**config.mk**
```make
export PLATFORM = sky130hd
export DESIGN_NAME = toggle_rx
export DESIGN_NICKNAME = d
export VERILOG_FILES = /design/src/rtl/toggle_pkg.sv /design/src/rtl/sync_areset.sv /design/src/rtl/toggle_rx.sv
export SDC_FILE = /design/constraint.sdc
export NUM_CORES = 1
export LEC_CHECK = 0
export CELL_PAD_IN_SITES_DETAIL_PLACEMENT = 0
export CELL_PAD_IN_SITES_GLOBAL_PLACEMENT = 1
export CORE_UTILIZATION = 45
export CTS_BUF_LIST = sky130_fd_sc_hd__clkbuf_4 sky130_fd_sc_hd__clkbuf_8
export DETAILED_ROUTE_END_ITERATION = 12
export DONT_BUFFER_PORTS = 1
export PLACE_DENSITY_LB_ADDON = 0.1
export SETUP_SLACK_MARGIN = 0.02
export SLEW_MARGIN = 20
export SYNTH_ARGS = -nofsm -noshare
export SYNTH_HDL_FRONTEND = slang
export SYNTH_SLANG_ARGS = --single-unit
```
**constraint.sdc**
```tcl
create_clock -name clock -period 2.2 [get_ports clock]
set_input_delay 0.22 -clock clock [delete_from_list [all_inputs] [get_ports clock]]
set_output_delay 0.22 -clock clock [all_outputs]
set_load 0.02 [all_outputs]
```
**src/rtl/toggle_pkg.sv**
```systemverilog
// Shared constants and state type for the two-phase toggle receiver.
package toggle_pkg;

  localparam int NSYNC_DEFAULT = 3;
  localparam int DEPTH_MAX     = 15;
  localparam int CNT_W         = 4;

  typedef enum logic {
    ARM,
    RUN
  } state_t;

endpackage

```
**src/rtl/sync_areset.sv**
```systemverilog
// NSYNC-stage level synchronizer with asynchronous clear, used for the req_tog crossing.
module sync_areset #(
  parameter int NSYNC = 3
) (
  input  logic clock,
  input  logic reset,
  input  logic i_d,
  output logic o_q
);

  (* ASYNC_REG = "TRUE" *) logic [NSYNC-1:0] r_sync;

  always_ff @(posedge clock or posedge reset) begin
    if (reset) begin
      r_sync <= '0;
    end else begin
      // NOTE: non-blocking so every stage captures its neighbour's pre-edge value.
      r_sync <= {r_sync[NSYNC-2:0], i_d};
    end
  end

  assign o_q = r_sync[NSYNC-1];

endmodule

```
**src/rtl/toggle_rx.sv**
```systemverilog
// Two-phase toggle receiver: synchronizes req_tog, counts pending events, returns ack_tog.
// Optional sticky overflow flag compiled in with TOGGLE_RX_OVF_EN.
module toggle_rx
  import toggle_pkg::*;
#(
  parameter int NSYNC = NSYNC_DEFAULT,
  parameter int DEPTH = 4
) (
  input  logic             clock,
  input  logic             reset,
  input  logic             req_tog,
  output logic             ack_tog,
  output logic             o_valid,
  input  logic             o_ready,
  output logic [CNT_W-1:0] pending,
  output logic             overflow,
  input  logic             ovf_clear
);

  logic             w_s_out;
  logic             w_pop;
  logic             w_full;
  logic             w_drop;
  logic [CNT_W-1:0] w_pending_nxt;

  logic             r_prev;
  logic             r_event;
  state_t           r_state;
  logic [2:0]       r_arm_cnt;
  logic [CNT_W-1:0] r_pending;
  logic             r_ack;

  sync_areset #(
    .NSYNC(NSYNC)
  ) u_sync (
    .clock(clock),
    .reset(reset),
    .i_d  (req_tog),
    .o_q  (w_s_out)
  );

  assign o_valid = (r_pending != '0);
  assign w_pop   = o_valid & o_ready;
  assign w_full  = (r_pending == CNT_W'(DEPTH));
  // A pop frees a slot in the same cycle, so only an event without a pop can drop.
  assign w_drop  = r_event & ~w_pop & w_full;

  always_comb begin
    // NOTE: default first so every path assigns and no latch is inferred.
    w_pending_nxt = r_pending;
    if (r_event && !w_pop && !w_full) begin
      w_pending_nxt = r_pending + 1'b1;
    end else if (!r_event && w_pop) begin
      w_pending_nxt = r_pending - 1'b1;
    end
  end

  always_ff @(posedge clock or posedge reset) begin
    if (reset) begin
      r_prev    <= 1'b0;
      r_event   <= 1'b0;
      r_state   <= ARM;
      r_arm_cnt <= '0;
      r_pending <= '0;
      r_ack     <= 1'b0;
    end else begin
      r_prev <= w_s_out;
      case (r_state)
        ARM: begin
          r_event <= 1'b0;
          if (r_arm_cnt == 3'(NSYNC)) begin
            r_state <= RUN;
          end else begin
            r_arm_cnt <= r_arm_cnt + 1'b1;
          end
        end
        RUN: begin
          r_event <= (w_s_out != r_prev);
        end
        default: r_state <= ARM;
      endcase
      r_pending <= w_pending_nxt;
      r_ack     <= r_ack ^ (w_pop | w_drop);
    end
  end

  assign pending = r_pending;
  assign ack_tog = r_ack;

`ifdef TOGGLE_RX_OVF_EN
  logic r_overflow;

  always_ff @(posedge clock or posedge reset) begin
    if (reset) begin
      r_overflow <= 1'b0;
    end else if (w_drop) begin
      r_overflow <= 1'b1;
    end else if (ovf_clear) begin
      r_overflow <= 1'b0;
    end
  end

  assign overflow = r_overflow;
`else
  logic w_unused_ovf_clear;

  assign w_unused_ovf_clear = ovf_clear;
  assign overflow           = 1'b0;
`endif

endmodule

```
==> results of run 1 <==
-- final cells by class --
type                    instances  area [µm²]
fillers                       146         644
multi-input cells              44         365
flip-flops and latches         14         355
repair buffers                 11        87.6
clock buffers                   4        36.3
well taps                      16        20.0
inverters                       4        15.0
-- cell families (layout without fill, tap and decap cells) --
logic type | after synthesis | after routing | synth area share, %
AOI/OAI and AO/OA | 11 | 11 | 10.1
xor gates and xnor gates | 6 | 6 | 7.15
adders and majority gates | 5 | 5 | 9.54
buffers and inverters | 6 | 19 | 4.94
DFF | 14 | 14 | 47.7
muxes | 3 | 3 | 4.43
other | 1 | 1 | 0.511
and+or+nand+nor | 18 | 18 | 15.7
-- state kept, by name (all words and copies together), names as in the netlist --
signal and count:
u_sync.r_sync 3, pending 4, ack_tog 1, r_arm_cnt 3
r_prev 1, r_state 1, r_event 1
-- synth_stat cells --
library cell,n
sky130_fd_sc_hd__and2_4,1
sky130_fd_sc_hd__xnor2_1,2
sky130_fd_sc_hd__nor4_4,1
sky130_fd_sc_hd__ha_1,4
sky130_fd_sc_hd__inv_2,1
sky130_fd_sc_hd__a21oi_1,5
sky130_fd_sc_hd__mux2i_1,1
sky130_fd_sc_hd__nor3_2,1
sky130_fd_sc_hd__a211oi_1,1
sky130_fd_sc_hd__o21ai_1,1
sky130_fd_sc_hd__nor3b_1,1
sky130_fd_sc_hd__nand3_1,1
sky130_fd_sc_hd__o21ai_2,1
sky130_fd_sc_hd__fa_1,1
sky130_fd_sc_hd__a22oi_2,1
sky130_fd_sc_hd__nand2_1,2
sky130_fd_sc_hd__clkbuf_8,1
sky130_fd_sc_hd__nor3_1,1
sky130_fd_sc_hd__a21boi_0,1
sky130_fd_sc_hd__and2_1,1
sky130_fd_sc_hd__conb_1,1
sky130_fd_sc_hd__nor2_2,1
sky130_fd_sc_hd__mux2_2,1
sky130_fd_sc_hd__buf_4,1
sky130_fd_sc_hd__nand2b_1,1
sky130_fd_sc_hd__mux2_1,1
sky130_fd_sc_hd__o211ai_1,1
sky130_fd_sc_hd__nor2b_1,2
sky130_fd_sc_hd__dfrtp_1,14
sky130_fd_sc_hd__xor2_1,4
sky130_fd_sc_hd__nor2_1,5
sky130_fd_sc_hd__inv_1,3
-- timing repair --
item | CTS | global route
buffers inserted | 0 | 1
hold endpoints to repair | 15 | 0
hold buffers | 2 | 0
resized for setup | 0 | 1
setup endpoints to repair | 0 | 1
-- metal layers --
layer	vias up	part of all wire, %	global-route usage [%]
met1	207	50	19.9
met3	0	6.7	8.19
met5	-	0	0
li1	243	-	-
met4	0	0	1.88
met2	11	43	21.8
-- power by group through the flow --
stage               registers (µW)  logic, µW  clock network [µW]
floorplan                      470        337                   0
global placement               412        546                   0
detailed placement             414        545                   0
CTS                            411        553                 183
global route                   417        635                 196
finish                         408        573                 174
-- path summary, 6_finish.rpt --
| path | startpoint | cells after the start | end |
|---|---|---|---|
| setup / recovery | pending[2] | 9 | pending[2] |
| hold / removal | o_ready | 3 | pending[1] |
| setup reg to reg | pending[2] | 9 | pending[2] |
| hold reg to reg | u_sync.r_sync[1] | 0 | u_sync.r_sync[2] |
| max in group asynchronous | reset | 2 | pending[3] |
| min in group asynchronous | reset | 2 | r_event |
-- metrics by stage --
step	worst slack [ns]	total power, µW
floorplan	0.0214	808
global placement	0.0912	957
global route	0.00890	1250
CTS	0.101	1150
finish	0.112	1160
detailed placement	0.124	958
-- worst max-delay path, stage by stage (launching register included) --
cell,delay (ns)
sky130_fd_sc_hd__dfrtp_2,0.43
sky130_fd_sc_hd__nor4_4,0.31
sky130_fd_sc_hd__inv_2,0.06
sky130_fd_sc_hd__o21ai_2,0.08
sky130_fd_sc_hd__nand2_2,0.12
sky130_fd_sc_hd__fa_2,0.36
sky130_fd_sc_hd__xor2_1,0.16
sky130_fd_sc_hd__mux2_1,0.28
sky130_fd_sc_hd__nor2_1,0.08
sky130_fd_sc_hd__a211oi_1,0.07
==> impl_summary.md, run 1 <==
Run status
The run finished with clean final reports.

Routing
The average routed wire per standard cell is 12.0 µm. The first-pass iteration count of the detailed router is 3. The post-route antenna net violation count is 0.

The first routing iteration left 2 violations. The routed layout has 461 vias. For this block, the routed nets add up to 1.11 mm of wire. The post-route DRC violation count is 0. In the routed layout, each cell is associated on average with a via count of 4.96.

Synth
The share of synthesized area in the top cell type comes to 47.7%. Sequential elements use 47.7% of the synthesized area. The post-synthesis cell area is 734 µm².

The distinct cell type count after synthesis is 32. Counting every instance in the synthesized netlist gives 64. Ranked by total cell area, the synthesized netlist is headed by sky130_fd_sc_hd__dfrtp_1 48%, sky130_fd_sc_hd__ha_1 6.8%, sky130_fd_sc_hd__xor2_1 4.8%. After synthesis, the mean cell area works out to 11.5 µm². The total of flip-flops plus latches after synthesis is 14.

Of all cell types, the one taking the most synthesized area is sky130_fd_sc_hd__dfrtp_1. Yosys printed 0 warnings. The post-synthesis net count is 74.

Clocking
The clock passes through at most 2 buffers. The H-tree level count is 1. The TritonCTS clock tree is yes.

The root buffer cell chosen for the clock tree is sky130_fd_sc_hd__clkbuf_4. For this design, the sink count on the clock tree is 14. Clock-pin slew was measured on the worst setup and hold paths at 0.08 ns. Clock tree synthesis inserted a total of 3 buffers. Clock latency on the worst-skew pair, taken at its later pin, is 0.27 ns.

Power
The internal power consumption is 703 µW. The switching part of the total power is 39.2%. In this run the power density over the cells is 1310 nW/µm². The static leakage is 0.000360 µW. The clock network burns 15.1% of the power.

Of the total power, combinational logic draws 49.6%. Per report_power, the sequential group accounts for 35.3% of the total. Across the VDD grid, the largest voltage drop is 0.000813 V. The analysis attributes to net switching a power of 453 µW.

Timing
The number of failing setup endpoints in the final timing report is 0. Final hold analysis gives a worst-case slack of 0.197 ns. The final period demand of the worst path is 2.09 ns. The final hold violation count is 0. Derived from the worst setup path, the maximum achievable clock frequency is 479 MHz. The final count of pins violating max slew is 0.

Setup repair after global routing left no endpoint under its margin. The final-layout setup total negative slack is 0 ns. On the final layout, the worst clock skew is 0.00143 ns.

Dividing the final minimum period by the clock period gives 94.9%.

Die
The floorplan step defined a die boundary enclosing 1800 µm². The standard cell core area is 1520 µm². For this configuration, the core starts out at a cell density of 48.2%. The top-level port count is 12.

The die width is 42.4 µm. The die is 42.4 µm tall. The number of placement rows is 14.

Worst hold path
In this run the worst hold path is classified as in -> reg.

Cells and area
The post-layout utilization of the core is 57.7%. In the final layout, the share of cells above drive strength 1 is 36.4%. After the last flow step, the layout net total stands at 88. 0 antenna diodes ended up in the layout.

In the layout the commonest cells are 10 x sky130_fd_sc_hd__dfrtp_1, 9 x sky130_fd_sc_hd__buf_4, 5 x sky130_fd_sc_hd__nor2_1, 5 x sky130_fd_sc_hd__a21oi_1. Leaving out filler cells and counting taps, the final layout contains 93. Summing all non-filler instances in the final layout gives an area of 880 µm².

The commonest non-fill, non-tap cell in the layout is sky130_fd_sc_hd__dfrtp_1. The signed area change from the synthesized netlist to the final layout is 19.8%.

Global route
The via count of the first global-routing pass is 461. The global-route total usage across every layer is 14.9%. The total overflow left after global routing is 0. The number of antenna violations at the first check in global routing is 0. The first global-routing pass estimated 2.00 mm of wire.

The largest net degree at the start of global routing is 15.

Placed design
The count of placed standard cells including taps is 86. Once placement finished, the instance area stood at 803 µm². The placed wire-length estimate after detailed placement is 847 µm. The congestion estimate from routability-driven global placement came to 0.719. Buffers placed on the I/O ports in this run total 0.

Setup path
The worst-path maximum fanout is 4. Setup slack on the worst reg-to-reg path comes out at 0.11 ns. STA puts the critical path data required time at 2.34 ns. Data arrives at the worst endpoint at 2.23 ns. The type of the worst setup path is reg -> reg.

The capturing element type of the critical path is a flop. The startpoint class of the critical path is a flop.

Flow run
The tool flagged a number of max-cap violations equal to 0.
(Power assumes the default switching activity.)
==> run 2, diff against run 1 <==
==> constraint.sdc (replaced) <==
create_clock -name clock -period 2.2 [get_ports clock]
set_input_delay 0.22 -clock clock [delete_from_list [all_inputs] [get_ports clock]]
set_output_delay 0.22 -clock clock [all_outputs]
set_load 0.1 [all_outputs]
==> impl_summary.md, run 2 (synthesis gave the netlist of run 1 again) <==
Run status
The run finished, with violations left. The final reports fail on setup timing.

Timing
For the pin with the worst max-slew slack, the measured transition is 0.527 ns. The worst setup skew after layout is 0.00309 ns. The final period demand of the worst path is 2.26 ns. Measured against its own limit, the worst slew margin works out to 64.8%. The number of failing setup endpoints in the final timing report is 1.

The share of the clock period used by the worst path after layout is 103%. Setup repair after global routing could not meet its margin everywhere. The minimum setup slack in the final design is -0.0578 ns.

The maximum clock frequency is 443 MHz. The final count of pins violating max slew is 0. The final hold violation count is 0.

Setup path
The cell type of the slowest stage on the worst timing path is sky130_fd_sc_hd__dfrtp_4. The buffers plus inverters on the worst setup path is 1. The largest incremental delay on the critical path is 0.50 ns.

The type of the worst setup path is reg -> reg. The critical path goes through nor4_4 -> bufinv_8 -> o21ai_4 -> nand2_4 -> fa_2 -> xor2_2 -> mux2_4 -> nor2_4 -> a211oi_2. The reg-to-reg critical path startpoint is pending[3]. The capturing element type of the critical path is a flop. The family of cells with the greatest summed delay on the critical path is flip-flops. The arrival time at the worst endpoint is 2.42 ns. In this run the worst setup path begins at pending[3]. Data on the critical path is required at its endpoint by 2.36 ns. Of all nets on the critical path, the largest fanout is 4. The startpoint class of the critical path is a flop.

Worst hold path
The origin of the worst min-delay path is o_ready. The class of the worst hold path is in -> reg.

Clocking
The clock latency at the later pin of the worst-skew pair is 0.28 ns. The maximum number of buffers from clock root to sink is 2. TritonCTS built the clock tree. CTS saw 14 sinks. Clock tree synthesis inserted a total of 3 buffers. The cell chosen for the clock root is sky130_fd_sc_hd__clkbuf_4.

Clock-pin slew was measured on the worst setup and hold paths at 0.08 ns. CTS built an H-tree with a depth of 1.

Routing
The number of DRC markers in iteration 0 is 6. The total routed wire length on the met1 layer is 607 µm. After detailed routing, the met2 layer carries 714 µm of wire. The highest routed metal layer is met4. For this run, the detailed router's first-pass iteration total came to 3. The total met3 wirelength after detailed routing is 61 µm. The final layout contains routed wiring with a total length of 1.40 mm. In the routed layout, each cell is associated on average with a via count of 5.02. The post-route antenna net violation count is 0.

The average routed wire per standard cell is 13.7 µm. The via count is 512. The post-route DRC violation count is 0.

Die
The initial core utilization is 48.2%. The full die area is 1800 µm². The top-level port count is 12. The number of placement rows is 14. The floorplan step set the die height to 42.4 µm. The core region is 1520 µm². The die width is 42.4 µm.

Cells and area
The layout cell share with drive strength beyond 1 is 50.0%. The register with the most flip-flops in the layout has 4 of them. The signed area change from the synthesized netlist to the final layout is 38.0%. The cell area after layout is 1010 µm². The library cells used most frequently in the layout, excluding fill and tap cells, are 18 x sky130_fd_sc_hd__buf_4, 10 x sky130_fd_sc_hd__dfrtp_1, 4 x sky130_fd_sc_hd__a21oi_1, 4 x sky130_fd_sc_hd__nor2_1. For this run, the post-layout net count is 97. The library cell used most frequently in the layout, excluding fill and tap cells, is sky130_fd_sc_hd__buf_4. The antenna diode instance count is 0.

Global route
The sum of overflow across all layers after global routing is 0. The via count of the first global-routing pass is 538. The number of antenna violations at the first check in global routing is 0. The first global-routing pass estimated 2.35 mm of wire. The global-route total usage across every layer is 18.1%. The largest net degree at the start of global routing is 15.

Flow run
Across the run, the number of max-cap violations was 0.

Placed design
The wire-length estimate of the detail-placed layout is 1.00 mm. Routability-driven placement finished with a final weighted congestion of 0.688. The instance area at placement is 877 µm². The number of buffer cells added on primary ports is 0. The setup slack after placement is -0.0742 ns.
[run 2: changes by cell type in the layout (fill, tap and decap cells not counted), sizes merged]
cell,previous run,this run
inv,4,3
buf,9,18
bufinv,0,1
[run 2: layout make-up]
type / count / area, µm²
flip-flops and latches: 14 / 363
fillers: 132 / 510
multi-input cells: 44 / 410
inverters: 4 / 28.8
repair buffers: 20 / 155
clock buffers: 4 / 36.3
well taps: 16 / 20.0
[run 2: repair_timing]
| action | in CTS | in global routing |
|---|---|---|
| hold buffers | 2 | 0 |
| pin swaps | 1 | 2 |
| gates cloned | 0 | 0 |
| setup endpoints to repair | 2 | 2 |
| resized for setup | 5 | 5 |
| endpoints found under the hold margin | 15 | 0 |
| setup buffers | 2 | 2 |
[run 2: path summary, 6_finish.rpt]
kind / endpoint / cells past startpoint / slack [ns]
max: pending[2] / 9 / -0.06
min: ack_tog / 3 / 0.18
max reg2reg: pending[2] / 9 / -0.06
min reg2reg: u_sync.r_sync[2] / 0 / 0.38
max in group asynchronous: pending[2] / 2 / 1.38
min in group asynchronous: u_sync.r_sync[0] / 2 / 0.42
[run 2: routing by layer]
layer / vias up / GRT usage [%]
met5: - / 0
met4: 0 / 3.75
met3: 3 / 6.90
li1: 258 / -
met1: 240 / 21.6
met2: 11 / 30.8
[run 2: per-stage QoR]
stage,util (%),instances,setup TNS [ns],hold slack [ns]
4_1_cts,64.1,100,-0.0338,0.171
6_report,66.5,102,-0.0578,0.178
5_1_grt,66.5,102,-0.111,0.197
3_5_place_dp,57.6,92,-0.0742,0.177
3_3_place_gp,57.6,92,-0.0709,0.165
2_1_floorplan,-,64,-0.586,0.109
[run 2: worst min-delay path, cell delays in order]
cell and delay (ns):
sky130_fd_sc_hd__a21oi_1 0.02, sky130_fd_sc_hd__nor2_1 0.10, sky130_fd_sc_hd__xor2_1 0.08
Power of run 2 is not shown: default switching activity piles up to over one toggle a cycle in this logic, so the estimate is an artifact.
